$ cat config.mk
export PLATFORM = sky130hd
export DESIGN_NAME = mux4_rr_arbiter
export DESIGN_NICKNAME = d
export VERILOG_FILES = /design/src/rtl/mux4_rr_arbiter.sv
export SDC_FILE = /design/constraint.sdc
export NUM_CORES = 1
export LEC_CHECK = 0
export BUFFER_PORTS_ARGS = -buffer_cell sky130_fd_sc_hd__buf_2
export CORE_MARGIN = 4
export CORE_UTILIZATION = 52
export DETAILED_ROUTE_END_ITERATION = 12
export PLACE_DENSITY_LB_ADDON = 0.3
export SETUP_SLACK_MARGIN = 0.15
export SLEW_MARGIN = 20
export SYNTH_ARGS = -nofsm -noshare
export SYNTH_HDL_FRONTEND = slang
export SYNTH_SLANG_ARGS = --single-unit
export TNS_END_PERCENT = 50
$ cat constraint.sdc
create_clock -name clk -period 2.1 [get_ports clk]
set_input_delay 0.21 -clock clk [delete_from_list [all_inputs] [get_ports clk]]
set_output_delay 0.21 -clock clk [all_outputs]
set_load 0.02 [all_outputs]
$ cat src/rtl/mux4_rr_arbiter.sv
// Round-robin arbiter that shares one 4:1 select datapath among four requesters.
// Optional build macro MUX4_RR_ARBITER_FIXED_PRIO_EN switches to fixed priority (req[0] highest).
module mux4_rr_arbiter #(
    parameter int DATA_W   = 2,
    parameter int MAX_HOLD = 4
) (
    input  logic              clk,
    input  logic              rst,
    input  logic [3:0]        req,
    input  logic [DATA_W-1:0] din0,
    input  logic [DATA_W-1:0] din1,
    input  logic [DATA_W-1:0] din2,
    input  logic [DATA_W-1:0] din3,
    output logic [3:0]        gnt,
    output logic [1:0]        sel,
    output logic [DATA_W-1:0] dout,
    output logic              dout_valid,
    output logic              busy
);

    typedef enum logic {
        IDLE  = 1'b0,
        GRANT = 1'b1
    } state_t;

    localparam logic [3:0] HOLD_MAX = 4'(MAX_HOLD);

    state_t            state;
    state_t            state_d;
    logic [3:0]        hold_cnt;
    logic [3:0]        hold_d;
    logic [3:0]        gnt_d;
    logic [1:0]        sel_d;
    logic [DATA_W-1:0] dout_d;
    logic              valid_d;
    logic [DATA_W-1:0] din_mux;
    logic [1:0]        scan_start;
    logic              win_found;
    logic [1:0]        win_idx;
    logic              release_grant;

`ifndef MUX4_RR_ARBITER_FIXED_PRIO_EN
    logic [1:0]        ptr;
    logic [1:0]        ptr_d;
`endif

    always_comb begin
        case (sel)
            2'd0:    din_mux = din0;
            2'd1:    din_mux = din1;
            2'd2:    din_mux = din2;
            default: din_mux = din3;
        endcase
    end

    // A grant ends when its owner drops req or has used up its tenure.
    assign release_grant = (state == GRANT) && (!req[sel] || (hold_cnt == HOLD_MAX));

`ifdef MUX4_RR_ARBITER_FIXED_PRIO_EN
    assign scan_start = 2'd0;
`else
    // On release the scan starts just past the outgoing owner, giving it lowest priority.
    assign scan_start = (state == GRANT) ? sel + 2'd1 : ptr;
`endif

    // First set request bit found walking upward from scan_start, wrapping mod 4.
    always_comb begin
        logic [1:0] idx;
        win_found = 1'b0;
        win_idx   = 2'd0;
        for (int i = 0; i < 4; i++) begin
            idx = scan_start + 2'(i);
            if (!win_found && req[idx]) begin
                win_found = 1'b1;
                win_idx   = idx;
            end
        end
    end

    // State register
    always_ff @(posedge clk or posedge rst) begin
        if (rst) begin
            state <= IDLE;
        end else begin
            // NOTE: clocked state always uses non-blocking assignment so every register samples pre-edge values.
            state <= state_d;
        end
    end

    // Next-state and grant bookkeeping
    always_comb begin
        // NOTE: every output of a combinational block gets a default first so no path infers a latch.
        state_d = state;
        hold_d  = hold_cnt;
        gnt_d   = gnt;
        sel_d   = sel;
`ifndef MUX4_RR_ARBITER_FIXED_PRIO_EN
        ptr_d   = ptr;
`endif
        case (state)
            IDLE: begin
                gnt_d = 4'b0000;
                if (win_found) begin
                    state_d = GRANT;
                    gnt_d   = 4'b0001 << win_idx;
                    sel_d   = win_idx;
                    hold_d  = 4'd1;
                end
            end
            GRANT: begin
                if (release_grant) begin
`ifndef MUX4_RR_ARBITER_FIXED_PRIO_EN
                    ptr_d = sel + 2'd1;
`endif
                    if (win_found) begin
                        gnt_d  = 4'b0001 << win_idx;
                        sel_d  = win_idx;
                        hold_d = 4'd1;
                    end else begin
                        state_d = IDLE;
                        gnt_d   = 4'b0000;
                        hold_d  = 4'd0;
                    end
                end else begin
                    hold_d = hold_cnt + 4'd1;
                end
            end
            default: begin
                state_d = IDLE;
                gnt_d   = 4'b0000;
            end
        endcase
    end

    // Output logic: capture only when the granted requester is still asking.
    always_comb begin
        dout_d  = dout;
        valid_d = 1'b0;
        if ((state == GRANT) && req[sel]) begin
            dout_d  = din_mux;
            valid_d = 1'b1;
        end
    end

    assign busy = (state == GRANT);

    always_ff @(posedge clk or posedge rst) begin
        if (rst) begin
            gnt        <= 4'b0000;
            sel        <= 2'd0;
            hold_cnt   <= 4'd0;
            dout       <= '0;
            dout_valid <= 1'b0;
`ifndef MUX4_RR_ARBITER_FIXED_PRIO_EN
            ptr        <= 2'd0;
`endif
        end else begin
            gnt        <= gnt_d;
            sel        <= sel_d;
            hold_cnt   <= hold_d;
            dout       <= dout_d;
            dout_valid <= valid_d;
`ifndef MUX4_RR_ARBITER_FIXED_PRIO_EN
            ptr        <= ptr_d;
`endif
        end
    end

endmodule

==> results.toml, run 1 <==
[route]
via_count = 916
met3_length_um = 197
overall_routed_net_length_um = 2150
highest_signal_layer = "met4"
wl_met1_um = 956
routed_length_on_met2_um = 979
remaining_drc_errors = 0
ant_nets = 0
route.detailed.wl_per_inst_um = 13.5
firstDrtPassIters = 4
route.detailed.vias_per_inst = 5.76
dr.first_iter.drc_count = 49

[finish]
area_used_by_multi_input_combinational_logic_um2 = 556
n_antenna_cell = 0
layout.area.seq_um2 = 402
drive_above_1_share_pct = 28.4
area_delta_synth_final_pct = 15.7
num-fill-cells = 163
final_area_um2 = 1190
final_cell_mix = "23 x sky130_fd_sc_hd__buf_2, 15 x sky130_fd_sc_hd__dfrtp_1, 14 x sky130_fd_sc_hd__nand2_1"
design.final.nets = 155
most_common_library_cell_in_the_layout_ignoring_fill_and_taps = "sky130_fd_sc_hd__buf_2"

[cts]
clock_insertion_delay_worst_skew_ns = 0.28
tritoncts_buffer_count = 3
hold_buffers = 0
tritoncts = "yes"
ctsHtreeMaxLevel = 1
clockRootBuffer = "sky130_fd_sc_hd__clkbuf_4"
clock_sinks = 16
worst_setup_hold_path_clk_slew_ns = 0.10
cts_post_setup_buffers_inserted = 0
clock_path_buffers = 2

[die]
die_y_um = 52.5
initial_standard_cell_utilization_of_the_core_pct = 57.2
die_x_um = 52.5
floorplan.rows = 15
design.core.area_um2 = 1800
die_area_um2 = 2760
top_level_port_count = 24

[synth]
mappedNetlistNets = 130
synth.cell_area_um2 = 1030
synth_area_per_cell_um2 = 9.37
yosysWarningCount = 0
yosys.cell_types.count = 36
synth_seq_area_share_pct = 38.8
synth_register_bits = 16
syn-instance-count = 110

[critical_path]
critPathArrivalTime_ns = 1.98
timing_worst_setup_path_type = "reg -> reg"
path_max_fanout = 9
critical-path-slowest-cell = "sky130_fd_sc_hd__dfrtp_2"
critPathRequiredTime_ns = 2.27
critPathCaptureType = "register"
start_kind = "register"
worst_path_dominant_cell_family = "compound AO/OA/AOI/OAI gates"
crit_path_cell_trace = "inv_1, ha_1, mux2_2, a21oi_1, o21a_1, o31ai_1"
worstPathBufferInverterCount = 1
largest_stage_delay_on_the_critical_path_ns = 0.45

[placement]
port_buffer_count = 23
dp_slack_ns = 0.237
placed_cell_area_um2 = 1150
detailed_place_hpwl_um = 1630
finalWeightedCongestion = 0.884

[global_routing]
largest_net_degree_at_the_start_of_global_routing = 17
grt_first_pass_wirelength_um = 3640
gr-total-overflow = 0
grt_pass1_vias = 818
grt_antenna_before_repair = 0
track_usage_pct = 17.5

[status]
status = "finished with violations"
failing_checks = "hold timing"

[timing]
setup-violations-final = 0
timing.setup.tns_ns = 0
least_margin_pin_slew_ns = 0.612
worst_slack_ns = 0.290
post-route-period-util_pct = 86.2
timing_max_transition_violations_final = 0
finalHoldViolCount = 16
fmax_mhz = 552
rsz_0062_raised_after_global_routing = "false"
worst_clock_skew_ns = 0.00261
worst_slew_margin_rel_pct = 59.2
hold-worst-slack_ns = -0.0171
min_period_ns = 1.81

[power]
max-vdd-ir-drop_mv = 0.711
p_per_area_nw_per_um2 = 1460
power.static_leakage_nw = 0.577

[run]
max_cap_viol_count = 0

[min_path]
hold_path_class = "in -> async"
-- cell type report --
type,count,share of cell area [%]
Sequential cell,16,33.7
Inverter,10,3.15
Clock buffer,4,3.04
Timing Repair Buffer,25,10.9
Multi-Input combinational cell,79,46.6
Tap cell,25,2.62
-- logic make-up (layout without fill, tap and decap cells) --
group | Yosys count | count (layout) | synth area share (%)
AOI/OAI and AO/OA | 38 | 38 | 26.3
and+or+nand+nor | 30 | 30 | 13.7
DFF | 16 | 16 | 38.8
buffers and inverters | 15 | 39 | 7.65
adders and majority gates | 6 | 6 | 7.28
muxes | 4 | 4 | 5.34
xor gates and xnor gates | 1 | 1 | 0.850
-- sequential cells by signal, indices dropped and copies added (netlist names) --
signal	cells
ptr	2
dout	2
sel	2
gnt	4
hold_cnt	4
busy	1
dout_valid	1
-- per-layer routing --
layer  vias up  global-route usage, %
li1        450                      -
met1       418                   25.0
met2        46                   27.1
met3         2                   3.13
met4         0                   5.11
met5         -                      0
-- synthesized netlist by cell type --
cell | n | share of area (%)
sky130_fd_sc_hd__dfrtp_1 | 16 | 39
sky130_fd_sc_hd__nand2_1 | 14 | 5.1
sky130_fd_sc_hd__inv_1 | 10 | 3.6
sky130_fd_sc_hd__a21oi_1 | 8 | 3.9
sky130_fd_sc_hd__o21ai_0 | 8 | 3.9
sky130_fd_sc_hd__ha_1 | 6 | 7.3
sky130_fd_sc_hd__nor2_1 | 6 | 2.2
sky130_fd_sc_hd__buf_6 | 3 | 3.3
sky130_fd_sc_hd__nand3_1 | 3 | 1.5
sky130_fd_sc_hd__o31ai_1 | 3 | 2.2
sky130_fd_sc_hd__a222oi_1 | 2 | 1.9
sky130_fd_sc_hd__a22o_1 | 2 | 1.7
sky130_fd_sc_hd__a31oi_1 | 2 | 1.2
sky130_fd_sc_hd__clkbuf_1 | 2 | 0.73
sky130_fd_sc_hd__mux2_2 | 2 | 2.2
sky130_fd_sc_hd__nand2b_1 | 2 | 1.2
sky130_fd_sc_hd__o2bb2ai_1 | 2 | 1.7
sky130_fd_sc_hd__a211oi_1 | 1 | 0.73
sky130_fd_sc_hd__a21boi_1 | 1 | 0.73
sky130_fd_sc_hd__a221oi_1 | 1 | 0.85
sky130_fd_sc_hd__a311oi_1 | 1 | 0.85
sky130_fd_sc_hd__a32oi_1 | 1 | 0.85
sky130_fd_sc_hd__and3_4 | 1 | 1.1
sky130_fd_sc_hd__mux2i_1 | 1 | 0.97
sky130_fd_sc_hd__mux4_2 | 1 | 2.2
sky130_fd_sc_hd__nand3b_1 | 1 | 0.73
sky130_fd_sc_hd__nor3b_1 | 1 | 0.73
sky130_fd_sc_hd__nor4_1 | 1 | 0.61
sky130_fd_sc_hd__o2111ai_1 | 1 | 0.85
sky130_fd_sc_hd__o21a_1 | 1 | 0.73
sky130_fd_sc_hd__o22ai_1 | 1 | 0.61
sky130_fd_sc_hd__o31ai_2 | 1 | 1.2
sky130_fd_sc_hd__o32ai_1 | 1 | 0.85
sky130_fd_sc_hd__o41ai_2 | 1 | 1.6
sky130_fd_sc_hd__or2_2 | 1 | 0.61
sky130_fd_sc_hd__xor2_1 | 1 | 0.85
-- worst paths after layout --
check / start / endpoint / slack, ns / cells past startpoint
worst max-delay path: sel[0] / sel[0] / 0.29 / 6
worst min-delay path: rst / hold_cnt[3] / -0.02 / 2
worst max register to register: sel[0] / sel[0] / 0.29 / 6
worst min register to register: dout[1] / dout[1] / 0.48 / 2
max in group asynchronous: rst / sel[0] / 1.68 / 2
min in group clk: din3[1] / dout[1] / 0.22 / 3
-- report_power, final --
| part | internal (W) | switching [W] | leakage (nW) | total, W |
|---|---|---|---|---|
| sequential | 0.000435 | 0.0000994 | 0.196 | 0.000534 |
| clock | 0.000105 | 0.0000977 | 0.0210 | 0.000203 |
| combinational | 0.000426 | 0.000576 | 0.360 | 0.00100 |
-- per-stage QoR --
stage,power [W],util [%],hold WS (ns),cells
6_report,0.00174,66.2,-0.0171,159
5_1_grt,0.00191,66.2,0.0331,159
4_1_cts,0.00174,66.1,0.00643,159
3_5_place_dp,0.00154,64.1,0.315,155
3_3_place_gp,0.00151,64.1,0.312,155
2_1_floorplan,0.00129,-,0.124,110
-- worst reg2reg max path, cell delays in order, from the launching register on --
cell,delay [ns]
sky130_fd_sc_hd__dfrtp_2,0.45
sky130_fd_sc_hd__inv_1,0.09
sky130_fd_sc_hd__ha_1,0.34
sky130_fd_sc_hd__mux2_2,0.31
sky130_fd_sc_hd__a21oi_1,0.26
sky130_fd_sc_hd__o21a_1,0.19
sky130_fd_sc_hd__o31ai_1,0.07
-- repair_timing --
item / in CTS / in global routing
endpoints found under the setup margin: 0 / 6
endpoints found under the hold margin: 0 / 0
gates resized for setup: 0 / 1
Power figures use the tool's default switching activity.
==> run 2, diff against run 1 <==
--- a/config.mk
+++ b/config.mk
@@ -9,6 +9,7 @@
 export CORE_MARGIN = 4
 export CORE_UTILIZATION = 52
 export DETAILED_ROUTE_END_ITERATION = 12
+export GPL_ROUTABILITY_DRIVEN = 0
 export PLACE_DENSITY_LB_ADDON = 0.3
 export SETUP_SLACK_MARGIN = 0.15
 export SLEW_MARGIN = 20
==> constraint.sdc (replaced) <==
create_clock -name clk -period 2.1 [get_ports clk]
set_input_delay 0.42 -clock clk [delete_from_list [all_inputs] [get_ports clk]]
set_output_delay 0.42 -clock clk [all_outputs]
set_load 0.02 [all_outputs]
==> run 2 against run 1 <==
Effect of this change:
- the run now ends clean
- core utilization up 0.49 points
- combinational power rose by 4%
- sequential cell count did not move
- worst setup slack got worse by 0.044 ns
- wire length up 8.3%
- sequential share of layout area fell by 0.25 points
- clock-buffer cell count unchanged
- clock power hardly changed
- largest power group unchanged
- highest routed layer unchanged
==> results.toml, run 2 (synthesis results as in run 1) <==
[status]
status = "finished clean"

[critical_path]
start_kind = "register"
regToRegEndpoint = "sel[0]"
timing_worst_setup_path_type = "reg -> reg"
r2r_slack_ns = 0.25
worstRegToRegCells = 6
r2r-start = "sel[0]"
path_max_fanout = 9
critPathCaptureType = "register"
critPathArrivalTime_ns = 2.03
critPathRequiredTime_ns = 2.27

[die]
die_area_um2 = 2760
die_y_um = 52.5
die_x_um = 52.5
top_level_port_count = 24
initial_standard_cell_utilization_of_the_core_pct = 57.2
design.core.area_um2 = 1800
floorplan.rows = 15

[cts]
clock_insertion_delay_worst_skew_ns = 0.28
clock_path_buffers = 2
clock_sinks = 16
tritoncts = "yes"
worst_setup_hold_path_clk_slew_ns = 0.09
clockRootBuffer = "sky130_fd_sc_hd__clkbuf_4"
tritoncts_buffer_count = 3
ctsHtreeMaxLevel = 1

[timing]
setup-violations-final = 0
hold-worst-slack_ns = 0.185
fmax_mhz = 539
least_margin_pin_slew_ns = 0.597
finalHoldViolCount = 0
timing.setup.tns_ns = 0
rsz_0062_raised_after_global_routing = "false"
post-route-period-util_pct = 88.3
min_period_ns = 1.85
timing_max_transition_violations_final = 0
worst_slew_margin_rel_pct = 60.2
worst_clock_skew_ns = 0.00350

[global_routing]
largest_net_degree_at_the_start_of_global_routing = 17
grt_first_pass_wirelength_um = 3770
grt_antenna_before_repair = 0
grt_pass1_vias = 893
gr-total-overflow = 0
track_usage_pct = 18.4

[power]
max-vdd-ir-drop_mv = 0.731
total_power_w = 0.00178
power.static_leakage_nw = 0.579
p_per_area_nw_per_um2 = 1490

[run]
max_cap_viol_count = 0

[min_path]
hold_path_class = "in -> async"

[route]
ant_nets = 0
route.detailed.wl_per_inst_um = 14.7
route.detailed.vias_per_inst = 5.98
dr.first_iter.drc_count = 34
remaining_drc_errors = 0
firstDrtPassIters = 4
overall_routed_net_length_um = 2330
via_count = 951

[finish]
most_common_library_cell_in_the_layout_ignoring_fill_and_taps = "sky130_fd_sc_hd__buf_2"
design.final.nets = 155
final_cell_mix = "23 x sky130_fd_sc_hd__buf_2, 15 x sky130_fd_sc_hd__dfrtp_1, 14 x sky130_fd_sc_hd__nand2_1"
drive_above_1_share_pct = 28.4
largest_registers = "gnt x4, hold_cnt x4"
area_delta_synth_final_pct = 16.5
n_antenna_cell = 0
final_area_um2 = 1200
finalCoreUtilization_pct = 66.7

[placement]
placed_cell_area_um2 = 1150
port_buffer_count = 23
detailed_place_hpwl_um = 1750
==> run 2: critical path: stages, from the launching register on <==
cell and delay, ns:
sky130_fd_sc_hd__dfrtp_2 0.47, sky130_fd_sc_hd__inv_1 0.09, sky130_fd_sc_hd__ha_1 0.35, sky130_fd_sc_hd__mux2_2 0.31
sky130_fd_sc_hd__a21oi_1 0.24, sky130_fd_sc_hd__o21a_1 0.20, sky130_fd_sc_hd__o31ai_1 0.08
==> run 2: metrics by stage <==
step | setup slack (ns) | cells
finish | 0.246 | 159
CTS | 0.188 | 159
global placement | 0.201 | 155
detailed placement | 0.207 | 155
global route | 0.159 | 159
floorplan | 0.181 | 110
==> run 2: area by class of cell <==
type                            instances  area (um2)
Inverter                               10        37.5
Sequential cell                        16         402
Multi-Input combinational cell         79         564
Timing Repair Buffer                   25         130
Clock buffer                            4        36.3
Fill cell                             164         601
Tap cell                               25        31.3
==> run 2: per-layer routing <==
metal | global-route usage (%) | vias up | routed length (um)
met1 | 23.7 | 439 | 1040
met5 | 0 | - | 0
met2 | 31.2 | 58 | 1070
li1 | - | 452 | -
met3 | 2.56 | 2 | 203
met4 | 6.38 | 0 | 19
==> run 2: worst max-delay path by stage <==
| stage | startpoint | endpoint | slack (ns) | cells past startpoint |
|---|---|---|---|---|
| floorplan | sel[0] | gnt[0] | 0.18 | 6 |
| global placement | sel[0] | gnt[0] | 0.20 | 6 |
| detailed placement | sel[0] | gnt[0] | 0.21 | 6 |
| CTS | sel[0] | gnt[0] | 0.19 | 6 |
| global route | sel[0] | sel[0] | 0.16 | 6 |
| finish | sel[0] | sel[0] | 0.25 | 6 |
==> run 2: what timing repair did <==
| action | CTS | global route |
|---|---|---|
| buffers inserted | 0 | 0 |
| gates resized for setup | 0 | 2 |
| setup endpoints to repair | 0 | 6 |
| hold buffers | 0 | 0 |
| hold endpoints to repair | 0 | 0 |
==> run 2: where the power goes <==
group | internal [W] | leakage, nW | switching [W]
sequential | 0.000435 | 0.196 | 0.000107
combinational | 0.000439 | 0.362 | 0.000599
clock | 0.000106 | 0.0210 | 0.0000973
